`src/rtl/mdu_pkg.sv`:
```
// mdu_pkg: shared op codes, FSM states and op-class helpers for the multiply/divide unit
package mdu_pkg;

   typedef enum logic [3:0] {
      OP_NOP   = 4'd0,
      OP_MULT  = 4'd1,
      OP_MULTU = 4'd2,
      OP_DIV   = 4'd3,
      OP_DIVU  = 4'd4,
      OP_MADD  = 4'd5,
      OP_MADDU = 4'd6,
      OP_MSUB  = 4'd7,
      OP_MSUBU = 4'd8,
      OP_MTHI  = 4'd9,
      OP_MTLO  = 4'd10
   } mdu_op_e;

   typedef enum logic [1:0] {
      ST_IDLE = 2'd0,
      ST_MUL  = 2'd1,
      ST_DIV  = 2'd2,
      ST_FIX  = 2'd3
   } mdu_state_e;

   function automatic logic is_signed(mdu_op_e op);
      return op inside {OP_MULT, OP_DIV, OP_MADD, OP_MSUB};
   endfunction

   function automatic logic is_mul(mdu_op_e op);
      return op inside {OP_MULT, OP_MULTU, OP_MADD, OP_MADDU, OP_MSUB, OP_MSUBU};
   endfunction

   function automatic logic is_div(mdu_op_e op);
      return op inside {OP_DIV, OP_DIVU};
   endfunction

endpackage

```
`src/rtl/mdu_div_seq.sv`:
```
// mdu_div_seq: unsigned restoring divider core, one quotient bit per step
module mdu_div_seq #(
   parameter int WIDTH = 32
) (
   input  logic             clk,
   input  logic             reset,
   input  logic             load,
   input  logic             step,
   input  logic [WIDTH-1:0] dvd,
   input  logic [WIDTH-1:0] dvs,
   output logic [WIDTH-1:0] quot,
   output logic [WIDTH-1:0] rem
);

   logic [WIDTH-1:0] quot_q, quot_d, rem_q, rem_d, dvs_q, dvs_d;
   logic [WIDTH:0]   part, diff;

   // Shift the next dividend bit into the partial remainder and keep the subtraction only if it does not borrow
   always_comb begin
      part   = {rem_q, quot_q[WIDTH-1]};
      diff   = part - {1'b0, dvs_q};
      quot_d = load ? dvd : step ? {quot_q[WIDTH-2:0], ~diff[WIDTH]} : quot_q;
      rem_d  = load ? '0 : step ? (diff[WIDTH] ? part[WIDTH-1:0] : diff[WIDTH-1:0]) : rem_q;
      dvs_d  = load ? dvs : dvs_q;
   end

   // Divider state registers
   always_ff @(posedge clk or posedge reset) begin
      if (reset) begin
         quot_q <= '0;
         rem_q  <= '0;
         dvs_q  <= '0;
      end else begin
         quot_q <= quot_d;
         rem_q  <= rem_d;
         dvs_q  <= dvs_d;
      end
   end

   assign quot = quot_q;
   assign rem  = rem_q;

endmodule

```
`src/rtl/mdu_iter.sv`:
```
// mdu_iter: HI/LO owning multiply/divide unit with fixed-latency multiply and iterative divide
module mdu_iter
   import mdu_pkg::*;
#(
   parameter int WIDTH   = 32,
   parameter int MUL_LAT = 5
) (
   input  logic             clk,
   input  logic             reset,
   input  logic             start,
   input  logic [3:0]       op,
   input  logic [WIDTH-1:0] src_a,
   input  logic [WIDTH-1:0] src_b,
   input  logic             flush,
   output logic             busy,
   output logic             done,
   output logic [WIDTH-1:0] hi,
   output logic [WIDTH-1:0] lo
);

   localparam int CW = $clog2(WIDTH);

   mdu_state_e           state_q, state_d;
   mdu_op_e              opc, op_q, op_d;
   logic [WIDTH-1:0]     a_q, a_d, b_q, b_d, hi_q, hi_d, lo_q, lo_d;
   logic [WIDTH-1:0]     abs_a, abs_b, quot, rem, div_q, div_r;
   logic [2*WIDTH-1:0]   ea, eb, mp, acc, prod_q, prod_d;
   logic [MUL_LAT-1:0]   vld_q, vld_d;
   logic [CW-1:0]        cnt_q, cnt_d;
   logic                 done_q, done_d;
   logic                 accept, mul_acc, div_load, div_step, mul_commit, fix_commit, a_neg, q_neg;

   assign opc    = mdu_op_e'(op);
   assign busy   = state_q != ST_IDLE;
   assign accept = start && !busy && !flush;

   // State register
   always_ff @(posedge clk or posedge reset) begin
      if (reset) state_q <= ST_IDLE;
      else       state_q <= state_d;
   end

   // Next state: flush always returns to idle; divide runs WIDTH steps then one sign-fix cycle
   always_comb begin
      state_d = state_q;
      if (flush) state_d = ST_IDLE;
      else
         case (state_q)
            ST_IDLE: state_d = !accept ? ST_IDLE : is_mul(opc) ? ST_MUL : is_div(opc) ? ST_DIV : ST_IDLE;
            ST_MUL:  state_d = vld_q[MUL_LAT-1] ? ST_IDLE : ST_MUL;
            ST_DIV:  state_d = (cnt_q == CW'(WIDTH-1)) ? ST_FIX : ST_DIV;
            ST_FIX:  state_d = ST_IDLE;
         endcase
   end

   // FSM outputs: divider control and commit strobes
   always_comb begin
      mul_acc    = accept && is_mul(opc);
      div_load   = accept && is_div(opc);
      div_step   = state_q == ST_DIV && !flush;
      mul_commit = state_q == ST_MUL && vld_q[MUL_LAT-1] && !flush;
      fix_commit = state_q == ST_FIX && !flush;
   end

   mdu_div_seq #(.WIDTH(WIDTH)) u_div (
      .clk   (clk),
      .reset (reset),
      .load  (div_load),
      .step  (div_step),
      .dvd   (abs_a),
      .dvs   (abs_b),
      .quot  (quot),
      .rem   (rem)
   );

   // Datapath: product formed at accept from live operands and {hi,lo}; divide signs applied in FIX
   always_comb begin
      ea       = is_signed(opc) ? {{WIDTH{src_a[WIDTH-1]}}, src_a} : {{WIDTH{1'b0}}, src_a};
      eb       = is_signed(opc) ? {{WIDTH{src_b[WIDTH-1]}}, src_b} : {{WIDTH{1'b0}}, src_b};
      mp       = ea * eb;
      acc      = {hi_q, lo_q};
      abs_a    = (is_signed(opc) && src_a[WIDTH-1]) ? -src_a : src_a;
      abs_b    = (is_signed(opc) && src_b[WIDTH-1]) ? -src_b : src_b;
      a_neg    = is_signed(op_q) && a_q[WIDTH-1];
      q_neg    = is_signed(op_q) && (a_q[WIDTH-1] ^ b_q[WIDTH-1]);
      div_q    = (b_q == '0) ? '1 : q_neg ? -quot : quot;
      div_r    = (b_q == '0) ? a_q : a_neg ? -rem : rem;
      prod_d   = !mul_acc ? prod_q : (opc inside {OP_MADD, OP_MADDU}) ? acc + mp :
                 (opc inside {OP_MSUB, OP_MSUBU}) ? acc - mp : mp;
      vld_d    = vld_q << 1;
      vld_d[0] = mul_acc;
      vld_d    = flush ? '0 : vld_d;
      cnt_d    = (flush || div_load) ? '0 : div_step ? cnt_q + 1'b1 : cnt_q;
      op_d     = accept ? opc : op_q;
      a_d      = accept ? src_a : a_q;
      b_d      = accept ? src_b : b_q;
      hi_d     = (accept && opc == OP_MTHI) ? src_a : mul_commit ? prod_q[2*WIDTH-1:WIDTH] : fix_commit ? div_r : hi_q;
      lo_d     = (accept && opc == OP_MTLO) ? src_a : mul_commit ? prod_q[WIDTH-1:0] : fix_commit ? div_q : lo_q;
      done_d   = mul_commit || fix_commit;
   end

   // Datapath registers
   always_ff @(posedge clk or posedge reset) begin
      if (reset) begin
         op_q   <= OP_NOP;
         a_q    <= '0;
         b_q    <= '0;
         prod_q <= '0;
         vld_q  <= '0;
         cnt_q  <= '0;
         hi_q   <= '0;
         lo_q   <= '0;
         done_q <= 1'b0;
      end else begin
         op_q   <= op_d;
         a_q    <= a_d;
         b_q    <= b_d;
         prod_q <= prod_d;
         vld_q  <= vld_d;
         cnt_q  <= cnt_d;
         hi_q   <= hi_d;
         lo_q   <= lo_d;
         done_q <= done_d;
      end
   end

   assign hi   = hi_q;
   assign lo   = lo_q;
   assign done = done_q;

endmodule

```
`config.mk`:
```
export PLATFORM = sky130hd
export DESIGN_NAME = mdu_iter
export DESIGN_NICKNAME = d
export VERILOG_FILES = /design/src/rtl/mdu_pkg.sv /design/src/rtl/mdu_div_seq.sv /design/src/rtl/mdu_iter.sv
export SDC_FILE = /design/constraint.sdc
export NUM_CORES = 2
export LEC_CHECK = 0
export ABC_AREA = 1
export BUFFER_PORTS_ARGS = -buffer_cell sky130_fd_sc_hd__buf_2
export CELL_PAD_IN_SITES_DETAIL_PLACEMENT = 0
export CELL_PAD_IN_SITES_GLOBAL_PLACEMENT = 1
export CORE_MARGIN = 1.5
export CORE_UTILIZATION = 30
export DETAILED_ROUTE_END_ITERATION = 16
export GPL_ROUTABILITY_DRIVEN = 0
export PLACE_DENSITY = 0.65
export SLEW_MARGIN = 20
export SYNTH_ARGS = -nofsm -noshare
export SYNTH_HDL_FRONTEND = slang
export SYNTH_SLANG_ARGS = --single-unit
```
`constraint.sdc`:
```
create_clock -name clk -period 26.5 [get_ports clk]
set_clock_uncertainty 0.2 [all_clocks]
set_input_delay 5.3 -clock clk [delete_from_list [all_inputs] [get_ports clk]]
set_output_delay 5.3 -clock clk [all_outputs]
set_load 0.03 [all_outputs]
```
## Word level (Yosys, flattened, before mapping)

Cells that the tools add are included.

- Multipliers: 1
- Bitwise gates (word level): 2
- Order comparisons: 0
- Add/sub/neg operators: 8
- Mux-type cells: 31
- Reductions and logical operators: 31
- Div/mod/pow operators: 0
- Shift-type cells: 0
- Equal/unequal tests: 18

Operators by type and width:

| cell | number |
|---|---|
| $mux W32 | 17 |
| $mux W64 | 4 |
| $neg A32 Y32 | 4 |
| $add A64 B64 Y64 | 1 |
| $mul A64 B64 Y64 | 1 |
| $sub A64 B64 Y64 | 1 |
| $sub A33 B32 Y33 | 1 |
| $logic_not A32 Y1 | 1 |
| $eq A4 B3 Y1 const B | 6 |
| $mux W5 | 3 |
| $logic_and A1 B1 Y1 | 14 |
| $eq A4 B2 Y1 const B | 3 |
| $eq A4 B4 Y1 const B | 3 |
| $reduce_bool A2 Y1 | 6 |
| $eq A4 B1 Y1 const B | 2 |
| $mux W2 | 4 |
| $pmux W2 S4 | 1 |
| $reduce_bool A4 Y1 | 2 |
| $reduce_bool A3 Y1 | 2 |
| $reduce_bool A6 Y1 | 1 |
| $add A5 B1 Y5 const B | 1 |
| $eq A5 B5 Y1 const B | 1 |
| $eq A2 B2 Y1 const B | 2 |
| $eq A2 B1 Y1 const B | 1 |
| other kinds (6) | 9 |

- RAM bits: 0
- Output and inout port bits: 66
- Input port bits: 72
- Bits in read-only memories: 0
- Register bits: 305
- Memories kept: 0
- Bits in latches: 0

## Logic depth before layout (Yosys ltp)

- Depth after elaboration: 8
- Gate-level depth with buffers: 57
- Depth with buffers taken out: 57

## Hierarchy

A second synthesis with hierarchy kept.

- Cells, all modules: 10510
- Area, all modules: 78216.3 µm²

Modules (own cells, without submodules):

| module | sequential area each (µm²) | area each (µm²) | cells each | instances |
|---|---|---|---|---|
| mdu_iter | 5180.0 | 71589.9 | 9500 | 1 |
| mdu_div_seq | 2402.3 | 6626.4 | 1010 | 1 |

## Worst setup path after synthesis

Ideal clock, no wire load.

- Path type: input -> register
- Start: in op[3]
- End: reg prod_q[62]
- Cell stages on the path: 48
- Path slack: 10.957 ns
- Buffers on the path: 3
- Data arrival time: 15.277 ns
- Data required time: 26.234 ns
- Path through: inv_2 > nand2_1 > clkbuf_1 > buf_1 > nor2_1 > inv_1 > fa_1 > inv_1 > fa_1 > fa_1 > inv_1 > fa_1 > fa_1 > inv_1 > fa_1 > fa_1 > fa_1 > fa_1 > (+12 left out) > xnor2_1 > inv_1 > ha_1 > clkbuf_1 > inv_1 > a21oi_1 > inv_1 > a21oi_1 > o21ai_0 > nand3_1 > o2111ai_1 > o21bai_1 > or2_1 > nand3_1 > nand3_1 > nand2_1 > nand2_1 > nand2_1

- Cells in the longest elaborated chain, start to end: 7

Ends and longest elaborated chain:

| item | RTL line | source |
|---|---|---|
| from (decl) | mdu_iter.sv:11 | `input logic [3:0] op,` |
| $eq A4 B1 Y1 (tied with other cells) | mdu_pkg.sv:26, mdu_pkg.sv:30 |  |
| $reduce_bool A4 Y1 | mdu_pkg.sv:26 | `return op inside {OP_MULT, OP_DIV, OP_MADD, OP_MSUB};` |
| $mux W64 (on tied branches) | mdu_iter.sv:78, mdu_iter.sv:79 |  |
| $mul A64 B64 Y64 | mdu_iter.sv:80 | `mp = ea * eb;` |
| $sub A64 B64 Y64 | mdu_iter.sv:89 | `(opc inside {OP_MSUB, OP_MSUBU}) ? acc - mp : mp;` |
| $mux W64 | mdu_iter.sv:89 |  |
| $mux W64 | mdu_iter.sv:88 | `prod_d = !mul_acc ? prod_q : (opc inside {OP_MADD, OP_MADDU}) ? acc + mp :` |
| to (signal assigned) | mdu_iter.sv:118 | `prod_q <= prod_d;` |
| to (decl) | mdu_iter.sv:27 | `logic [2*WIDTH-1:0] ea, eb, mp, acc, prod_q, prod_d;` |

Several ways; a longest one is shown, not always the timed one.
A chain may end at the register's enable or synchronous reset.

## Worst setup path after layout

- Start: in src_b[4]
- End: reg prod_q[57]

- Cells in the longest elaborated chain, start to end: 5

Ends and longest elaborated chain:

| item | RTL line | source |
|---|---|---|
| from (decl) | mdu_iter.sv:13 | `input logic [WIDTH-1:0] src_b,` |
| $mux W64 * | mdu_iter.sv:79 | `eb = is_signed(opc) ? {{WIDTH{src_b[WIDTH-1]}}, src_b} : {{WIDTH{1'b0}}, src_b};` |
| $mul A64 B64 Y64 * | mdu_iter.sv:80 |  |
| $sub A64 B64 Y64 | mdu_iter.sv:89 |  |
| $mux W64 | mdu_iter.sv:89 |  |
| $mux W64 * | mdu_iter.sv:88 |  |

Mark *: on every way between the ends. The rest lies on a longest branch, timed or not.

==> impl_results.md <==
* Outcome: finished, final reports clean
* Setup slack, reg-to-reg at approximately 22 ns
* Gr ovfl total at 0
* GRT Total Usage at between 20% and 30%
* DRT iter0 DRCs at 5650
* Synth Area per Inst at 7.48 um2
* Top-count cell post-synth: inv_1
* Yosys top cell area share at a little under two fifths
* Worst Hold Slack at about 0.27 ns
* Slew HR at between 10% and 20%
* Final wirelength at about 300000 um
* Register area at ~7600 um2
* Stages on worst setup path at 40
* Detail Placement HPWL at about 250000 um
* Io pins at between 100 and 150
* Seq cells post-synth at roughly 300
* Worst Tran Pin Value at 1.28 ns
* Fill cells at 27300
* Worst reg2reg path depth at 11
* Htree depth at 2
* Final TNS setup at 0 ns
* Layout cells sized above 1 at between 4 and 5%
* Max-slew violations at 0
* Largest fanout on the critical path at 35
* Post-synth EDFFs at 0
* Antenna violations before repair at 20
* Clock period minus worst slack at approximately 18 ns
* Reg-to-Reg End: prod_q[49]$_DFFE_PP0P_
* # Post-CTS Setup Buffers at 0
* Clock slew at reported path FFs at around 0.06 ns
* Number of buffers and inverters on the critical path at 11
* Die height at approximately 510 um
* Routed len/inst at 22.8 um
* Resize count post-CTS at 0
* Most frequent cells after synthesis: inv_1, nand2_1, fa_1, nor2_1, ha_1
* Register area share after synthesis at 9.87%
* TritonCTS Buffers at 41
* Core Region at roughly 250000 um2
* Post-route ant nets at 0
* Synth cell types at a little under 70
* RSZ-0062 raised after global routing: false
* CTS root buffer: clkbuf_16
* TritonCTS Sinks at approximately 300
* Async set-reset flop share out of synthesis at between 90% and 100%
* Prevailing post-synth register cell: dfrtp_1
* Worst hold path class: register to register
* Leading area contributor after synthesis: fa_1
* P&R area growth vs syn at 7.13%
* Mapped Nets at between 10000 and 15000
* Detailed-route via count at about 67000
* CP arrival at between 15 and 20 ns
* PortBufs at 137
* CTS tree: built
* Delay-heaviest family, CP: adder cells
* CP endpoint: prod_q[57]$_DFFE_PP0P_
* Reg2reg start: state_q[0]$_DFF_PP0_
* Hold buffers post-CTS at 0
* CP required at around 27 ns
* Final period utilization at between 60% and 70%
* Slowest CP cell: fa_1
* Synth Instances at roughly 10000
* Largest net degree at the start of global routing at 149
* Die width at 509 um
* Vias per inst at 4.95
* Worst-Skew Late Latency at approximately 0.6 ns
* Mapped Area at roughly 77000 um2
* Number of global-route vias before repair at 70600
* Final setup viols at 0
* Worst setup EP type: register
* CP max stage delay at 0.95 ns
* First-pass GRT wire length at approximately 460000 um
* Clock buffer depth at 3
* Setup crit start: src_b[4]
* Yosys warns at 0
* Die footprint at 259000 um2
* First-pass detailed-route iteration total at 9
* Worst setup SP type: input pin
* Layout Nets at about 12000
* Multi-input logic area at roughly 57000 um2
* Post-route DRC at 0
* Ranking of synthesized cells by area: fa_1, inv_1, nand2_1
* Fin. Hold Viols at 0
* Critical path class: input pin to register
* Site Rows at 185
* Initial Util at a little under a third
* Fmax at 55.0 MHz
* Max-cap viol count at 0
-- how the worst min path moves through the flow --
stage	start	endpoint	slack, ns	depth (start not counted)
6_report	vld_q[0]$_DFF_PP0_	vld_q[1]$_DFF_PP0_	0.27	2
5_1_grt	vld_q[0]$_DFF_PP0_	vld_q[1]$_DFF_PP0_	0.29	2
4_1_cts	vld_q[0]$_DFF_PP0_	vld_q[1]$_DFF_PP0_	0.27	2
3_5_place_dp	vld_q[0]$_DFF_PP0_	vld_q[1]$_DFF_PP0_	0.26	2
3_3_place_gp	vld_q[0]$_DFF_PP0_	vld_q[1]$_DFF_PP0_	0.25	2
2_1_floorplan	vld_q[0]$_DFF_PP0_	vld_q[1]$_DFF_PP0_	0.23	2
-- stage by stage --
step / setup WS [ns] / utilization, % / std cells / instance area [um2]
after detailed placement: 7.97 / 31.8 / 13400 / 80900
after global routing: 7.75 / 32.4 / 13500 / 82300
after CTS: 8.57 / 32.4 / 13500 / 82300
final: 8.33 / 32.4 / 13500 / 82300
after floorplan: 10.96 / - / 10300 / 76800
after global placement: 7.96 / 31.8 / 13400 / 80800
-- cell usage in the layout, fill, tap and decap left out, types with 14 or more instances in the layout --
master,count
xor2_1,141
nand3b_1,19
nor3_1,66
dfrtp_1,303
o211ai_1,44
buf_2,137
o21a_1,19
o21ai_0,371
buf_4,96
o21ai_1,95
fa_1,1425
ha_1,474
clkbuf_16,42
nor4_1,26
nor2_1,604
o221ai_1,77
a21o_1,42
nand3_1,296
inv_2,45
o22ai_1,30
nand2_1,2320
or2_2,14
nand4_1,36
a21oi_1,415
o21bai_1,25
xnor2_1,34
inv_1,2711
a31oi_1,76
-- worst min-delay path, stage by stage, from the launching register on --
cell and delay [ns]:
dfrtp_1 0.36, inv_1 0.04, nor2_1 0.03
-- registers in the layout, summed over array words and instances (netlist names), 5 cells and up --
name,count
u_div.quot,32
vld_q,5
b_q,32
lo,32
u_div.rem,32
cnt_q,5
u_div.dvs_q,32
prod_q,64
a_q,32
hi,32
-- cell type report --
type | count | share of cell area, %
inverters | 2763 | 12.6
clock buffers | 55 | 1.42
multi-input cells | 6768 | 69.5
diodes | 10 | 0.0304
repair buffers | 235 | 1.77
well taps | 3366 | 5.12
flip-flops and latches | 303 | 9.21
clock inverters | 20 | 0.345
-- routing by layer --
| layer | GRT usage, % | vias up | wire [um] |
|---|---|---|---|
| met1 | 30.3 | 33700 | 125000 |
| met4 | 10.4 | 6 | 16100 |
| met5 | 0 | - | 33 |
| li1 | - | 30100 | - |
| met3 | 2.83 | 546 | 20300 |
| met2 | 40.7 | 2618 | 146000 |
-- logic make-up (layout without fill, tap and decap cells) --
| group | after synthesis | after routing | share of synthesized area [%] |
|---|---|---|---|
| AOI/OAI and AO/OA | 1257 | 1257 | 9.43 |
| xor gates and xnor gates | 178 | 178 | 2.03 |
| adders and majority gates | 1899 | 1899 | 44.8 |
| buffers and inverters | 3208 | 3073 | 15.8 |
| DFF | 303 | 303 | 9.87 |
| other | 0 | 10 | 0 |
| and+or+nand+nor | 3434 | 3434 | 18.0 |
Power is not shown: default switching activity piles up to over one toggle a cycle in this logic, so the estimate is an artifact.
